<file path="src/rtl/mem_ctrl_pkg.sv">
// Shared definitions for the data memory arbiter: FSM encoding, requester IDs
// and the default implemented memory depth.
package mem_ctrl_pkg;

  typedef enum logic [1:0] {
    ST_IDLE   = 2'd0,
    ST_ACCESS = 2'd1,
    ST_RESP   = 2'd2
  } state_t;

  localparam logic REQ_CORE = 1'b0;
  localparam logic REQ_DMA  = 1'b1;

  localparam int MEM_DEPTH_DEFAULT = 29;

endpackage

</file>
<file path="src/rtl/rr_arbiter2.sv">
// Two-requester round-robin grant; combinational, the last-served pointer is
// held by the parent. grant[0] = core, grant[1] = DMA.
import mem_ctrl_pkg::*;

module rr_arbiter2 (
  input  logic [1:0] req,
  input  logic       last,
  output logic [1:0] grant
);

  always_comb begin
    grant = req;
    if (req == 2'b11) begin
      grant = (last == REQ_DMA) ? 2'b01 : 2'b10;
    end
  end

endmodule

</file>
<file path="src/rtl/data_memory_arbiter.sv">
// Shares the single-ported data memory between the core LSU and the DMA loader:
// round-robin pick in IDLE, one-cycle memory access, registered ack/rdata.
import mem_ctrl_pkg::*;

module data_memory_arbiter #(
  parameter int ADDR_WIDTH = 8,
  parameter int DATA_WIDTH = 32,
  parameter int MEM_DEPTH  = MEM_DEPTH_DEFAULT
) (
  input  logic                  clk_in,
  input  logic                  rst_in,
  input  logic                  core_req_in,
  input  logic                  core_we_in,
  input  logic [ADDR_WIDTH-1:0] core_addr_in,
  input  logic [DATA_WIDTH-1:0] core_data_in,
  output logic                  core_ack_out,
  output logic                  core_err_out,
  input  logic                  dma_req_in,
  input  logic                  dma_we_in,
  input  logic [ADDR_WIDTH-1:0] dma_addr_in,
  input  logic [DATA_WIDTH-1:0] dma_data_in,
  output logic                  dma_ack_out,
  output logic                  dma_err_out,
  output logic [DATA_WIDTH-1:0] rdata_out,
  output logic                  busy_out,
  output logic                  mem_write_en_out,
  output logic [ADDR_WIDTH-1:0] mem_addr_out,
  output logic [DATA_WIDTH-1:0] mem_data_out,
  input  logic [DATA_WIDTH-1:0] mem_data_in
);

  state_t                state;
  logic                  last_served;
  logic                  cmd_id;
  logic                  cmd_we;
  logic                  cmd_err;
  logic                  we_q;
  logic [1:0]            grant;
  logic                  sel_we;
  logic                  sel_err;
  logic [ADDR_WIDTH-1:0] sel_addr;
  logic [DATA_WIDTH-1:0] sel_data;

  rr_arbiter2 u_arb (
    .req   ({dma_req_in, core_req_in}),
    .last  (last_served),
    .grant (grant)
  );

  always_comb begin
    sel_we   = core_we_in;
    sel_addr = core_addr_in;
    sel_data = core_data_in;
    if (grant[1]) begin
      sel_we   = dma_we_in;
      sel_addr = dma_addr_in;
      sel_data = dma_data_in;
    end
    sel_err = 32'(sel_addr) >= 32'(MEM_DEPTH);
  end

  // Reset gates the enable directly so a write caught mid-ACCESS never commits.
  assign mem_write_en_out = we_q & ~rst_in;

  always_ff @(posedge clk_in) begin
    if (rst_in) begin
      state        <= ST_IDLE;
      last_served  <= REQ_DMA;
      cmd_id       <= REQ_CORE;
      cmd_we       <= 1'b0;
      cmd_err      <= 1'b0;
      we_q         <= 1'b0;
      mem_addr_out <= '0;
      mem_data_out <= '0;
      rdata_out    <= '0;
      busy_out     <= 1'b0;
      core_ack_out <= 1'b0;
      core_err_out <= 1'b0;
      dma_ack_out  <= 1'b0;
      dma_err_out  <= 1'b0;
    end else begin
      core_ack_out <= 1'b0;
      core_err_out <= 1'b0;
      dma_ack_out  <= 1'b0;
      dma_err_out  <= 1'b0;
      case (state)
        ST_IDLE: begin
          if (|grant) begin
            cmd_id       <= grant[1];
            cmd_we       <= sel_we;
            cmd_err      <= sel_err;
            we_q         <= sel_we & ~sel_err;
            mem_addr_out <= sel_addr;
            mem_data_out <= sel_data;
            busy_out     <= 1'b1;
            state        <= ST_ACCESS;
          end
        end
        ST_ACCESS: begin
          we_q      <= 1'b0;
          rdata_out <= (cmd_we || cmd_err) ? '0 : mem_data_in;
          if (cmd_id == REQ_DMA) begin
            dma_ack_out <= 1'b1;
            dma_err_out <= cmd_err;
          end else begin
            core_ack_out <= 1'b1;
            core_err_out <= cmd_err;
          end
          state <= ST_RESP;
        end
        ST_RESP: begin
          busy_out    <= 1'b0;
          last_served <= cmd_id;
          state       <= ST_IDLE;
        end
        default: state <= ST_IDLE;
      endcase
    end
  end

endmodule

</file>
<file path="config.mk">
export PLATFORM = sky130hd
export DESIGN_NAME = data_memory_arbiter
export DESIGN_NICKNAME = d
export VERILOG_FILES = /design/src/rtl/mem_ctrl_pkg.sv /design/src/rtl/rr_arbiter2.sv /design/src/rtl/data_memory_arbiter.sv
export SDC_FILE = /design/constraint.sdc
export NUM_CORES = 1
export LEC_CHECK = 0
export ABC_AREA = 1
export BUFFER_PORTS_ARGS = -buffer_cell sky130_fd_sc_hd__buf_2
export CORE_UTILIZATION = 35
export DETAILED_ROUTE_END_ITERATION = 7
export PLACE_DENSITY = 0.67
export SETUP_SLACK_MARGIN = 0.02
export SYNTH_ARGS = -nofsm -noshare
export SYNTH_HDL_FRONTEND = slang
export SYNTH_HIERARCHICAL = 1
export SYNTH_SLANG_ARGS = --single-unit
</file>
<file path="constraint.sdc">
create_clock -name clk_in -period 1.9 [get_ports clk_in]
set_clock_uncertainty 0.2 [all_clocks]
set_input_delay 0.095 -clock clk_in [delete_from_list [all_inputs] [get_ports clk_in]]
set_output_delay 0.095 -clock clk_in [all_outputs]
set_load 0.02 [all_outputs]
</file>
==> metrics.cfg, run 1 <==
[clock_tree]
post_cts_resized=0
clk_pin_slew_worst_paths_ns=0.08
root_buffer=clkbuf_8
clkLatencyLatePin_ns=0.34
htreeDepth=3
cts.sinks=84
cts.path.max_buffers=2
cts_tree=done
cts_buffers=9

[pwr]
finalPower_w=0.00483
power_density_nw_per_um2=850
vdd_drop_max_mv=0.418
p_leak_nw=2.78

[sta]
fin_crit_ns=1.71
max_slew_margin_pct=69.1
max_freq_ghz=0.585
setup_viol=0
finalMaxSlewViolations=0
tightest_slew_ns=0.464
hold_ws_ns=0.0458
rsz0062_at_grt=false
setup_tns_ns=0
min_period_over_period_pct=89.9
final_hold_viol_count=0

[setup_path]
r2r-start=last_served
arrival_ns=1.75
reg2reg_slack_ns=0.19
timing.critical_path.from=last_served
path_cells=a21oi_4 -> buf_4 -> nand2_1 -> o21ai_0 -> nand2_1 -> nor2_1 -> nand3_1 -> nand2_1 -> inv_1
cpPeakStageDelay_ns=0.35
slowest_stage=dfxtp_1
r2r-end=cmd_err
cpMostUsedCell=nand2_1
start_kind=flip-flop
critPathCaptureType=flip-flop
critPathRequiredTime_ns=1.94
criticalPathCategory=flip-flop to flip-flop
reg2reg_depth=9
cp_max_fo=12

[worst_hold_path]
hold_path_end=cmd_we
hold_path_class=input port to flip-flop
whs_path_depth=5
holdCritStartpoint=core_we_in

[synth]
synthXorXnorAreaFrac_pct=0
synth-compound-area-share_pct=22.0
synth-adder-area-share_pct=0
synth-seq-cells=84
synth_top_family_by_area=compound AO/OA/AOI/OAI gates
synth_cell_types=22
synth_area_um2=3270
synth_nets=528
synth_simple_gate_area_share_pct=18.6
ys_seq_area_share_pct=51.4
avgSynthCellArea_um2=7.99
synth_cells=410
yosys_warnings=6
synthMuxAreaShare_pct=0

[finish]
fillCellCount=712
area_delta_synth_final_pct=73.7
fin_area_um2=5690
layout-drive-gt1-share_pct=32.0
antenna_cells=0
finish.utilization_pct=64.0
final_nets=824

[route]
via_per_inst=4.92
dr.max_layer_used=met4
drc_errors=0
drtAntennaViolNets=0
drtIter0Drc=183
wl_per_cell_um=14.4
dr_wl_met2_um=5470
wl_um=11800
wl_met3_um=1090
drt_pass1_iterations=5
wl_met1_um=4900
num_vias=4026

[global_routing]
grt_antenna_before_repair=0
grt_pass1_vias=3966
grt_start_max_net_pins=57
grt_pass1_wl_um=18600
grt_remaining_overflow=0
grt_usage_pct=24.1

[place]
dpl-instance-area_um2=4310
port_buffers=195
hpwl_um=6710
place_congestion=0.742

[die]
die_x_um=98.7
rows=34
start_util_pct=36.8
io_pins=196
core-area_um2=8890
die_area_um2=9750
die_y_um=98.7

[run_status]
run_status=complete, no violations

[job]
maxCapViolCount=0

-- worst max path at each step --
| stage | end | slack [ns] | cells past startpoint |
|---|---|---|---|
| 3_5_place_dp | cmd_err | 0.22 | 9 |
| 5_1_grt | we_q | 0.03 | 8 |
| 4_1_cts | cmd_err | 0.21 | 9 |
| 2_1_floorplan | cmd_err | 0.43 | 10 |
| 3_3_place_gp | cmd_err | 0.28 | 9 |
| 6_report | cmd_err | 0.19 | 9 |
-- final cells by class --
class	count	area (um^2)	share of cell area [%]
clock buffer	9	124	2.18
multi-input combinational	271	1340	23.6
sequential	84	1680	29.6
timing repair buffer	317	2180	38.4
tap	108	135	2.38
inverter	23	86.3	1.52
clock inverter	6	138	2.42
-- stage by stage --
| step | worst slack [ns] | cells |
|---|---|---|
| 2_1_floorplan | 0.432 | 410 |
| 3_3_place_gp | 0.280 | 691 |
| 3_5_place_dp | 0.222 | 691 |
| 4_1_cts | 0.209 | 818 |
| 5_1_grt | 0.0303 | 818 |
| 6_report | 0.192 | 818 |
-- repair_timing --
item / 4_1_cts / 5_1_grt
buffers inserted: 0 / 0
endpoints found under the setup margin: 0 / 0
endpoints found under the hold margin: 74 / 0
hold buffers: 112 / 0
-- placed cells by master, fill, tap and decap left out, types with 5 or more instances in the layout --
master / instances
buf_2: 195
dlygate4sd3_1: 112
nand2_1: 96
dfxtp_1: 84
nor2_1: 51
o21ai_0: 36
a31oi_1: 32
a22oi_1: 32
inv_1: 20
clkbuf_8: 9
buf_4: 9
a211oi_1: 6
a21oi_1: 5
nand3_1: 5
-- per-layer routing --
layer / vias to the layer above / global-route usage [%]
li1: 1977 / -
met1: 1782 / 27.8
met2: 238 / 41.6
met3: 29 / 6.38
met4: 0 / 11.7
met5: - / 0
-- flip-flops by register name, indices dropped and copies added, names as in the netlist, 2 cells and up --
name and cells:
state 2, mem_data_out 32, mem_addr_out 8, rdata_out 32
-- cell families (layout without fill, tap and decap cells) --
group,Yosys count,count (layout)
DFF,84,84
AOI/OAI and AO/OA,115,115
buffers and inverters,55,355
and+or+nand+nor,156,156
-- worst max-delay path: cells and delay by family, from the launching register on --
family | cells | cell delay [ns]
buffers and inverters | 2 | 0.27
DFF | 1 | 0.35
and+or+nand+nor | 5 | 0.45
AOI/OAI and AO/OA | 2 | 0.35
-- synth_stat cells (all sizes together) --
master	count	share of area, %
a31oi	32	6.1
inv	23	2.6
clkbuf	12	1.4
o211ai	1	0.23
a211oi	6	1.4
o21ai	37	5.8
nand3	5	0.76
a21oi	6	0.92
nand2	96	11
nor3	3	0.80
buf	20	4.1
nor2	52	6.0
dfxtp	84	51
a22oi	32	7.3
a21boi	1	0.23
-- report_power, final --
part	internal [W]	switching [W]	leakage (nW)	total, W
Sequential	0.00193	0.0000869	0.690	0.00201
Clock	0.00100	0.000645	0.129	0.00165
Combinational	0.000508	0.000663	1.96	0.00117
Note: power is estimated with default switching activity, not from simulation.
==> run 2, diff against run 1 <==
--- a/config.mk
+++ b/config.mk
@@ -7,9 +7,10 @@
 export LEC_CHECK = 0
 export ABC_AREA = 1
 export BUFFER_PORTS_ARGS = -buffer_cell sky130_fd_sc_hd__buf_2
-export CORE_UTILIZATION = 35
+export CORE_MARGIN = 1
+export CORE_UTILIZATION = 43
 export DETAILED_ROUTE_END_ITERATION = 7
-export PLACE_DENSITY = 0.67
+export PLACE_DENSITY = 0.9
 export SETUP_SLACK_MARGIN = 0.02
 export SYNTH_ARGS = -nofsm -noshare
 export SYNTH_HDL_FRONTEND = slang
==> metrics.cfg, run 2 (same netlist as run 1, synthesis figures left out) <==
[setup_path]
path_cells=a21oi_4 -> o21ai_2 -> inv_2 -> buf_4 -> o21ai_0 -> a31oi_1
start_kind=flip-flop
timing.critical_path.from=last_served
critPathCaptureType=flip-flop
reg2reg_depth=6  ; -3
critPathTopFamily=compound AO/OA/AOI/OAI gates
critPathBufInv=2  ; unchanged
cp_max_fo=25  ; +13
criticalPathCategory=flip-flop to flip-flop
reg2reg_slack_ns=0.13  ; -0.06 ns
r2r-end=mem_data_out[0]
slowest_stage=dfxtp_1
cpPeakStageDelay_ns=0.35  ; about the same
r2r-start=last_served
arrival_ns=1.82  ; +0.07 ns
critPathRequiredTime_ns=1.95  ; about the same
path_depth=6  ; -3

[route]
via_per_inst=5.38  ; +9.2%
drt_pass1_iterations=6  ; +1
num_vias=4354  ; +8.1%
wl_per_cell_um=16.7  ; +17%
drtIter0Drc=328  ; +79%
wl_um=13600  ; +15%
drc_errors=0  ; unchanged
drtAntennaViolNets=0  ; unchanged

[die]
start_util_pct=44.9  ; +8.1 points
rows=31  ; -8.8%
core-area_um2=7290  ; -18%
die_y_um=89.3  ; -9.6%
die_x_um=89.3  ; -9.6%
io_pins=196  ; unchanged
die_area_um2=7970  ; -18%

[finish]
area_delta_synth_final_pct=70.7
ff_latch_area_um2=1680  ; unchanged
fillCellCount=467  ; -34%
top_regs=mem_data_out (32), rdata_out (32), mem_addr_out (8)
layout-drive-gt1-share_pct=32.1  ; +0.096 points
final_cell_mix=195 x buf_2, 111 x dlygate4sd3_1, 96 x nand2_1
final_nets=824  ; unchanged
antenna_cells=0  ; unchanged
finish.utilization_pct=76.6  ; +13 points
multiInputGateArea_um2=1340  ; unchanged
final_common_cell=buf_2
fin_cells=810  ; -0.98%

[pwr]
seqPwrFrac_pct=46.3  ; +4.6 points
power_frac_clock_pct=26.0  ; -8.1 points
p_leak_nw=2.73  ; -1.9%
finalPower_w=0.00438  ; -9.5%
netSwitchingFraction_pct=33.3  ; +4.4 points
combPwrFrac_pct=27.7  ; +3.5 points
vdd_drop_max_mv=0.470  ; +12%
p_sw_w=0.00146  ; +4.3%
power_density_nw_per_um2=783  ; -7.9%
power.internal_w=0.00292  ; -15%

[run_status]
run_status=complete, no violations

[sta]
setup_viol=0  ; unchanged
tightest_slew_ns=0.435  ; -0.0295 ns
setup_tns_ns=0  ; unchanged
final_hold_viol_count=0  ; unchanged
min_period_over_period_pct=93.3  ; +3.4 points
rsz0062_at_grt=false
fin_crit_ns=1.77  ; +0.0647 ns
finalMaxSlewViolations=0  ; unchanged
max_slew_margin_pct=71.0  ; +2.0 points
max_freq_ghz=0.564  ; -3.7%

[clock_tree]
cts.sinks=84  ; unchanged
cts_buffers=9  ; unchanged
cts.path.max_buffers=2  ; unchanged
clk_pin_slew_worst_paths_ns=0.09  ; about the same
clkLatencyLatePin_ns=0.35  ; about the same
cts_tree=done
root_buffer=clkbuf_8
post_cts_buffers=0  ; unchanged
htreeDepth=3  ; unchanged

[place]
hpwl_um=6680  ; -0.54%
placed_cells=683  ; -1.2%
place_congestion=0.896  ; +21%
port_buffers=195  ; unchanged

[global_routing]
grt_usage_pct=33.8  ; +9.7 points
grt_pass1_wl_um=20200  ; +8.4%
grt_remaining_overflow=0  ; unchanged
grt_start_max_net_pins=55  ; -3.5%
grt_antenna_before_repair=0  ; unchanged
grt_pass1_vias=4262  ; +7.5%

[job]
maxCapViolCount=0  ; unchanged

[worst_hold_path]
holdCritStartpoint=core_we_in
hold_path_end=cmd_we
whs_path_depth=5  ; unchanged
hold_path_class=input port to flip-flop

[run 2: worst max-delay path by stage]
stage	end	slack, ns
floorplan	cmd_err	0.43
global placement	cmd_err	0.30
detailed placement	cmd_err	0.21
CTS	cmd_err	0.19
global route	mem_data_out[0]	0.04
finish	mem_data_out[0]	0.13
[run 2: stage by stage]
stage / cell area (um^2) / hold WS [ns] / setup slack [ns]
floorplan: 3270 / 0.0433 / 0.432
global placement: 4300 / 0.132 / 0.304
detailed placement: 4300 / 0.139 / 0.206
CTS: 5590 / 0.0256 / 0.187
global route: 5590 / 0.0443 / 0.0397
finish: 5590 / 0.0329 / 0.127
[run 2: what timing repair did]
action	CTS	global route
hold buffers	111	0
resized for setup	0	0
hold endpoints to repair	73	0
[run 2: tightest hold or removal path, delay by kind of cell]
family	cells	cell delay, ns
buffers and inverters	2	0.16
and+or+nand+nor	1	0.07
AOI/OAI and AO/OA	2	0.21
[run 2: power groups by stage]
stage / sequential [W] / clock (W) / combinational (W)
2_1_floorplan: 0.00223 / 0 / 0.000414
3_3_place_gp: 0.00204 / 0 / 0.000939
3_5_place_dp: 0.00205 / 0 / 0.000965
4_1_cts: 0.00201 / 0.00115 / 0.00114
5_1_grt: 0.00204 / 0.00125 / 0.00130
6_report: 0.00203 / 0.00114 / 0.00121
[run 2: layout make-up]
type / instances / share of cell area [%]
Tap cell: 99 / 2.22
Multi-Input combinational cell: 271 / 24.0
Clock inverter: 6 / 0.851
Inverter: 23 / 1.54
Timing Repair Buffer: 317 / 39.0
Sequential cell: 84 / 30.1
Clock buffer: 10 / 2.28
[run 2: layer usage]
metal  vias to the layer above  track usage [%]  part of all wire (%)
li1                       1972                -                     -
met1                      1949             36.8                    37
met2                       360             55.9                    47
met3                        73             10.6                    11
met4                         0             24.2                   5.5
met5                         -                0                     0
